--- config.mk ---
export PLATFORM = sky130hd
export DESIGN_NAME = dpram_fifo_ctrl
export DESIGN_NICKNAME = d
export VERILOG_FILES = /design/src/rtl/kl_mem_pkg.sv /design/src/rtl/fifo_skid2.sv /design/src/rtl/dpram_fifo_ctrl.sv
export SDC_FILE = /design/constraint.sdc
export NUM_CORES = 1
export LEC_CHECK = 0
export CAP_MARGIN = 20
export CORE_ASPECT_RATIO = 0.8
export CORE_MARGIN = 5
export CORE_UTILIZATION = 53
export CTS_CLUSTER_SIZE = 14
export DETAILED_ROUTE_END_ITERATION = 10
export PLACE_DENSITY = 0.85
export SETUP_SLACK_MARGIN = 0.5
export SLEW_MARGIN = 40
export SYNTH_ARGS = -nofsm -noshare
export SYNTH_HDL_FRONTEND = slang
export SYNTH_HIERARCHICAL = 1
export SYNTH_SLANG_ARGS = --single-unit
--- constraint.sdc ---
create_clock -name clk -period 8.83 [get_ports clk]
set_clock_uncertainty 0.1 [all_clocks]
set_input_delay 1.766 -clock clk [delete_from_list [all_inputs] [get_ports clk]]
set_output_delay 1.766 -clock clk [all_outputs]
set_load 0.05 [all_outputs]
--- src/rtl/kl_mem_pkg.sv ---
// Shared memory-subsystem constants and types for the RAM-backed FIFO.
package kl_mem_pkg;

  localparam int KL_DATA_W = 16;
  localparam int KL_ADDR_W = 8;
  localparam int KL_DEPTH  = 2 ** KL_ADDR_W;

  typedef logic [KL_DATA_W-1:0] word_t;

endpackage

--- src/rtl/fifo_skid2.sv ---
// Two-entry output stage: an output register plus one skid register that
// absorbs a RAM read returning while the consumer is stalled.
module fifo_skid2
  import kl_mem_pkg::*;
#(
  parameter int DATA_W = KL_DATA_W
) (
  input  logic              clk,
  input  logic              rst_n,
  input  logic              flush_i,
  input  logic              in_valid_i,
  input  logic [DATA_W-1:0] in_data_i,
  output logic              out_valid_o,
  input  logic              out_ready_i,
  output logic [DATA_W-1:0] out_data_o,
  output logic              skid_valid_o
);

  logic              out_v_q, out_v_d;
  logic              skid_v_q, skid_v_d;
  logic [DATA_W-1:0] out_q, out_d;
  logic [DATA_W-1:0] skid_q, skid_d;
  logic              take_s;

  assign take_s       = out_v_q & out_ready_i;
  assign out_valid_o  = out_v_q;
  assign out_data_o   = out_q;
  assign skid_valid_o = skid_v_q;

  // Next-state for the out/skid pair; the skid always drains into out first.
  always_comb begin
    out_v_d  = out_v_q;
    skid_v_d = skid_v_q;
    out_d    = out_q;
    skid_d   = skid_q;
    if (flush_i) begin
      out_v_d  = 1'b0;
      skid_v_d = 1'b0;
    end else if (skid_v_q) begin
      if (take_s) begin
        out_d   = skid_q;
        out_v_d = 1'b1;
        if (in_valid_i) begin
          skid_d   = in_data_i;
          skid_v_d = 1'b1;
        end else begin
          skid_v_d = 1'b0;
        end
      end else begin
        // Upstream credit accounting guarantees no arrival here.
        skid_v_d = 1'b1;
      end
    end else if (!out_v_q || take_s) begin
      if (in_valid_i) begin
        out_d   = in_data_i;
        out_v_d = 1'b1;
      end else begin
        out_v_d = 1'b0;
      end
    end else begin
      if (in_valid_i) begin
        skid_d   = in_data_i;
        skid_v_d = 1'b1;
      end else begin
        skid_v_d = 1'b0;
      end
    end
  end

  // Output and skid registers; data words hold their value when emptied.
  always_ff @(posedge clk or negedge rst_n) begin
    if (!rst_n) begin
      out_v_q  <= 1'b0;
      skid_v_q <= 1'b0;
      out_q    <= {DATA_W{1'b0}};
      skid_q   <= {DATA_W{1'b0}};
    end else begin
      out_v_q  <= out_v_d;
      skid_v_q <= skid_v_d;
      out_q    <= out_d;
      skid_q   <= skid_d;
    end
  end

endmodule

--- src/rtl/dpram_fifo_ctrl.sv ---
// FIFO controller over an external single-clock dual-port RAM.
// Port A writes at wr_ptr, port B reads at rd_ptr; a 2-entry output stage
// hides the RAM's registered read latency so pops run at full rate.
module dpram_fifo_ctrl
  import kl_mem_pkg::*;
#(
  parameter int DATA_W = KL_DATA_W,
  parameter int ADDR_W = KL_ADDR_W
) (
  input  logic              clk,
  input  logic              rst_n,
  input  logic              flush,
  input  logic              push_valid,
  output logic              push_ready,
  input  logic [DATA_W-1:0] push_data,
  output logic              pop_valid,
  input  logic              pop_ready,
  output logic [DATA_W-1:0] pop_data,
  output logic [ADDR_W+1:0] count,
  output logic [ADDR_W-1:0] ram_addr_a,
  output logic [DATA_W-1:0] ram_data_a,
  output logic              ram_we_a,
  output logic [ADDR_W-1:0] ram_addr_b,
  output logic [DATA_W-1:0] ram_data_b,
  output logic              ram_we_b,
  input  logic [DATA_W-1:0] ram_q_b
);

  // Pointer distance that means the RAM is completely full.
  localparam logic [ADDR_W:0] FULL_CNT = {1'b1, {ADDR_W{1'b0}}};
  localparam logic [ADDR_W:0] PTR_ONE  = {{ADDR_W{1'b0}}, 1'b1};
  localparam logic [ADDR_W:0] PTR_ZERO = {(ADDR_W+1){1'b0}};

  logic [ADDR_W:0]   wr_ptr_q, wr_ptr_d;
  logic [ADDR_W:0]   rd_ptr_q, rd_ptr_d;
  logic              rd_pend_q, rd_pend_d;
  logic [ADDR_W+1:0] count_q, count_d;
  logic [ADDR_W:0]   ram_cnt_s;
  logic [1:0]        credit_s;
  logic              out_v_s, skid_v_s;
  logic              push_fire_s, pop_fire_s, issue_s;

  // ram_cnt only sees writes whose edge has passed, so a read never
  // targets a word that is being written in the same cycle.
  assign ram_cnt_s   = wr_ptr_q - rd_ptr_q;
  assign push_ready  = (ram_cnt_s != FULL_CNT);
  assign push_fire_s = push_valid & push_ready & ~flush;
  assign pop_fire_s  = out_v_s & pop_ready;
  assign credit_s    = {1'b0, out_v_s} + {1'b0, skid_v_s} + {1'b0, rd_pend_q};
  // Never more than two words committed to the output stage.
  assign issue_s     = ~flush & (ram_cnt_s != PTR_ZERO) &
                       ((credit_s - {1'b0, pop_fire_s}) < 2'd2);

  assign pop_valid  = out_v_s;
  assign count      = count_q;
  assign ram_addr_a = wr_ptr_q[ADDR_W-1:0];
  assign ram_data_a = push_data;
  assign ram_we_a   = push_fire_s;
  assign ram_addr_b = rd_ptr_q[ADDR_W-1:0];
  assign ram_data_b = {DATA_W{1'b0}};
  assign ram_we_b   = 1'b0;

  // Pointer, pending-read and occupancy next-state; flush wins over traffic.
  always_comb begin
    wr_ptr_d  = wr_ptr_q;
    rd_ptr_d  = rd_ptr_q;
    rd_pend_d = 1'b0;
    count_d   = count_q;
    if (flush) begin
      wr_ptr_d  = PTR_ZERO;
      rd_ptr_d  = PTR_ZERO;
      rd_pend_d = 1'b0;
      count_d   = {(ADDR_W+2){1'b0}};
    end else begin
      if (push_fire_s) begin
        wr_ptr_d = wr_ptr_q + PTR_ONE;
      end else begin
        wr_ptr_d = wr_ptr_q;
      end
      if (issue_s) begin
        rd_ptr_d  = rd_ptr_q + PTR_ONE;
        rd_pend_d = 1'b1;
      end else begin
        rd_ptr_d  = rd_ptr_q;
        rd_pend_d = 1'b0;
      end
      // Issuing a read only moves a word between stages, so the total
      // changes by pushes minus pops.
      count_d = {1'b0, ram_cnt_s} + {{ADDR_W{1'b0}}, credit_s}
              + {{(ADDR_W+1){1'b0}}, push_fire_s}
              - {{(ADDR_W+1){1'b0}}, pop_fire_s};
    end
  end

  // Pointer and occupancy registers; reset drops any read in flight.
  always_ff @(posedge clk or negedge rst_n) begin
    if (!rst_n) begin
      wr_ptr_q  <= PTR_ZERO;
      rd_ptr_q  <= PTR_ZERO;
      rd_pend_q <= 1'b0;
      count_q   <= {(ADDR_W+2){1'b0}};
    end else begin
      wr_ptr_q  <= wr_ptr_d;
      rd_ptr_q  <= rd_ptr_d;
      rd_pend_q <= rd_pend_d;
      count_q   <= count_d;
    end
  end

  fifo_skid2 #(
    .DATA_W(DATA_W)
  ) u_skid (
    .clk         (clk),
    .rst_n       (rst_n),
    .flush_i     (flush),
    .in_valid_i  (rd_pend_q & ~flush),
    .in_data_i   (ram_q_b),
    .out_valid_o (out_v_s),
    .out_ready_i (pop_ready),
    .out_data_o  (pop_data),
    .skid_valid_o(skid_v_s)
  );

endmodule
==> flow_metrics.env <==
export IMPL_power_frac_comb=0.526
export IMPL_ir_drop_mv=0.154
export IMPL_final_setup_worst_slack_ps=2700
export IMPL_multi_input_area_um2=2100
export IMPL_fmax_ghz=0.163
export IMPL_synth_flop_cell="dfrtp_1"
export IMPL_rsz0062_at_grt="false"
export IMPL_hold_buffers=0
export IMPL_min_delay_start="u_skid/skid_q[2]$_DFFE_PN0P_"
export IMPL_hold_depth=1
export IMPL_fin_crit_sh=0.694
export IMPL_placed_area_um2=4580
export IMPL_finalSetupTns_ps=0
export IMPL_r2r_start="wr_ptr_q[0]$_DFFE_PN0P_"
export IMPL_crit_type="reg2out"
export IMPL_detail_route_iter0_violations=207
export IMPL_power_total_mw=1.42
export IMPL_place_ws_ps=3130
export IMPL_grt_pass1_wl_mm=13.9
export IMPL_final_common_cell="clkdlybuf4s50_1"
export IMPL_required_ps=6960
export IMPL_yosys_warnings=6
export IMPL_cp_max_fo=17
export IMPL_grt_overflow_total=0
export IMPL_hold_end="u_skid/skid_q[2]$_DFFE_PN0P_"
export IMPL_r2r_slack_ps=3460
export IMPL_drive_gt1_frac=0.172
export IMPL_fp_dieW_um=109
export IMPL_dpl_hpwl_mm=6.22
export IMPL_gp_congestion=0.870
export IMPL_seq_area_um2=1580
export IMPL_synth_cells=397
export IMPL_hold_viol_final=0
export IMPL_cts_clk_slew_worst_paths_ps=70
export IMPL_leakagePower_nw=2.11
export IMPL_cts_resized=0
export IMPL_synth_seq_area_share=0.380
export IMPL_cts_max_level=3
export IMPL_synth_edf_count=0
export IMPL_io_pins=115
export IMPL_slew_viol_final=0
export IMPL_max_slew_margin=0.490
export IMPL_antenna_found_initial=0
export IMPL_swShare=0.422
export IMPL_drt_total_wl_mm=8.56
export IMPL_internal_power_uw=818
export IMPL_p_switching_uw=598
export IMPL_p_per_area_nw_per_um2=295
export IMPL_cts_sinks=63
export IMPL_rows=28
export IMPL_avgSynthCellArea_um2=10.5
export IMPL_min_path_type="reg2reg"
export IMPL_grt_usage=0.183
export IMPL_antenna_left=0
export IMPL_post_route_util=0.641
export IMPL_synth_cell_types=51
export IMPL_vias=2838
export IMPL_ctsRootBufferMaster="clkbuf_8"
export IMPL_numCtsBuffers=9
export IMPL_cts_tree="yes"
export IMPL_maxCapViolCount=0
export IMPL_clk_insertion_delay_late_ps=340
export IMPL_share_seq_of_total_power=0.274
export IMPL_cp_data_arrival_time_ps=4270
export IMPL_num_fill_cells=622
export IMPL_post_drt_wl_per_cell_um=15.8
export IMPL_n_antenna_cell=0
export IMPL_area_growth_pct=15.8
export IMPL_first_pass_iters=4
export IMPL_period_needed_ps=6130
export IMPL_r2r_cells=20
export IMPL_ys_ff_latch=63
export IMPL_pwr_share_clk=0.200
export IMPL_layout_common_cells="clkdlybuf4s50_1, dfrtp_1, mux2_2"
export IMPL_start_kind="flip-flop"
export IMPL_routed_via_density=5.24
export IMPL_post_cts_buffers=0
export IMPL_async_reset_ff_frac=1.00
export IMPL_die_y_um=89.2
export IMPL_tightest_slew_ps=764
export IMPL_core_um2=7500
export IMPL_setup_violations=0
export IMPL_syn_area_um2=4150
export IMPL_end_kind="output pin"
export IMPL_grt_start_max_net_pins=64
export IMPL_initial_core_util=0.554
export IMPL_nets=497
export IMPL_io_buffers=65
export IMPL_die_area_um2=9710
export IMPL_fin_area_um2=4810
export IMPL_grt_pass1_vias=2774
export IMPL_cts_buffer_depth=2
export IMPL_status="finished, final reports clean"
export IMPL_timing_rr_end="count[8]$_DFF_PN0_"
export IMPL_post_route_drc_count=0
-- worst max-delay path by stage --
stage / from / to / slack [ps] / cells after the start
floorplan: wr_ptr_q[0]$_DFFE_PN0P_ / ram_we_a / 3800 / 12
global placement: rd_ptr_q[1]$_DFFE_PN0P_ / ram_we_a / 3270 / 14
detailed placement: wr_ptr_q[0]$_DFFE_PN0P_ / ram_we_a / 3130 / 12
CTS: wr_ptr_q[0]$_DFFE_PN0P_ / ram_we_a / 2740 / 12
global route: wr_ptr_q[0]$_DFFE_PN0P_ / ram_we_a / 2460 / 12
finish: wr_ptr_q[0]$_DFFE_PN0P_ / ram_we_a / 2700 / 12
-- registers in the layout, indices dropped and copies added, names as in the netlist --
| signal | cells |
|---|---|
| u_skid/out_valid_o | 1 |
| u_skid/out_data_o | 16 |
| rd_pend_q | 1 |
| wr_ptr_q | 9 |
| count | 10 |
| u_skid/skid_valid_o | 1 |
| rd_ptr_q | 9 |
| u_skid/skid_q | 16 |
-- final cells by class --
cell class              instances  share of cell area
multi-input cells             266               0.438
well taps                     105              0.0273
clock inverters                 5              0.0169
repair buffers                 68               0.141
clock buffers                  11              0.0294
inverters                      24              0.0187
flip-flops and latches         63               0.328
-- power groups by stage --
stage               sequential [mW]  combinational, mW  clock (mW)
floorplan                     0.536              0.430           0
global placement              0.388              0.716           0
detailed placement            0.394              0.735           0
CTS                           0.389              0.745       0.288
global route                  0.397              0.805       0.303
finish                        0.388              0.744       0.283
-- kinds of logic after synthesis --
kind of cell | after synthesis | synth area share
simple gates | 98 | 0.125
buf+inv | 84 | 0.128
flops | 63 | 0.380
mux | 53 | 0.151
compound gates | 51 | 0.0835
fa+ha+maj | 28 | 0.0917
xor+xnor | 19 | 0.0401
other cells | 1 | 0.000904
-- critical path, cell delays in order, from the launching register on --
cell and delay (ps):
dfrtp_1 450, inv_1 120, ha_1 220, fa_1 390, nand2b_1 190, a21oi_1 310
xnor2_1 220, ha_1 200, and3_1 150, nand3_1 150, o31ai_4 580, nor2_1 180
clkdlybuf4s50_1 760
-- stage by stage --
stage,hold WS [ps],instances
6_report,407,542
5_1_grt,426,542
4_1_cts,411,542
3_5_place_dp,373,526
3_3_place_gp,362,525
2_1_floorplan,352,413
-- layer usage --
metal / share of wire / GRT usage
met1: 0.44 / 0.237
met2: 0.48 / 0.302
met3: 0.065 / 0.0520
met4: 0.015 / 0.0516
met5: 0 / 0
-- synthesized netlist by cell type, drive strengths merged, types with 2 or more instances --
master / n / area (um^2)
nand2: 13 / 48.8
o31ai: 5 / 51.3
nand2b: 6 / 37.5
o21ai: 13 / 65.1
ha: 24 / 300
clkbuf: 5 / 18.8
a21oi: 18 / 101
a211oi: 2 / 15.0
mux2: 51 / 608
xnor2: 11 / 96.3
or3: 11 / 68.8
xor2: 8 / 70.1
fa: 4 / 80.1
nor3: 5 / 36.3
a21o: 3 / 22.5
nor2b: 10 / 62.6
nand3: 7 / 35.0
inv: 24 / 90.1
nor4: 3 / 18.8
dfrtp: 63 / 1580
buf: 55 / 420
nor3b: 2 / 15.0
nor2: 30 / 113
mux2i: 2 / 20.0
and2: 2 / 12.5
or4: 3 / 22.5
Note: power is estimated with default switching activity, not from simulation.
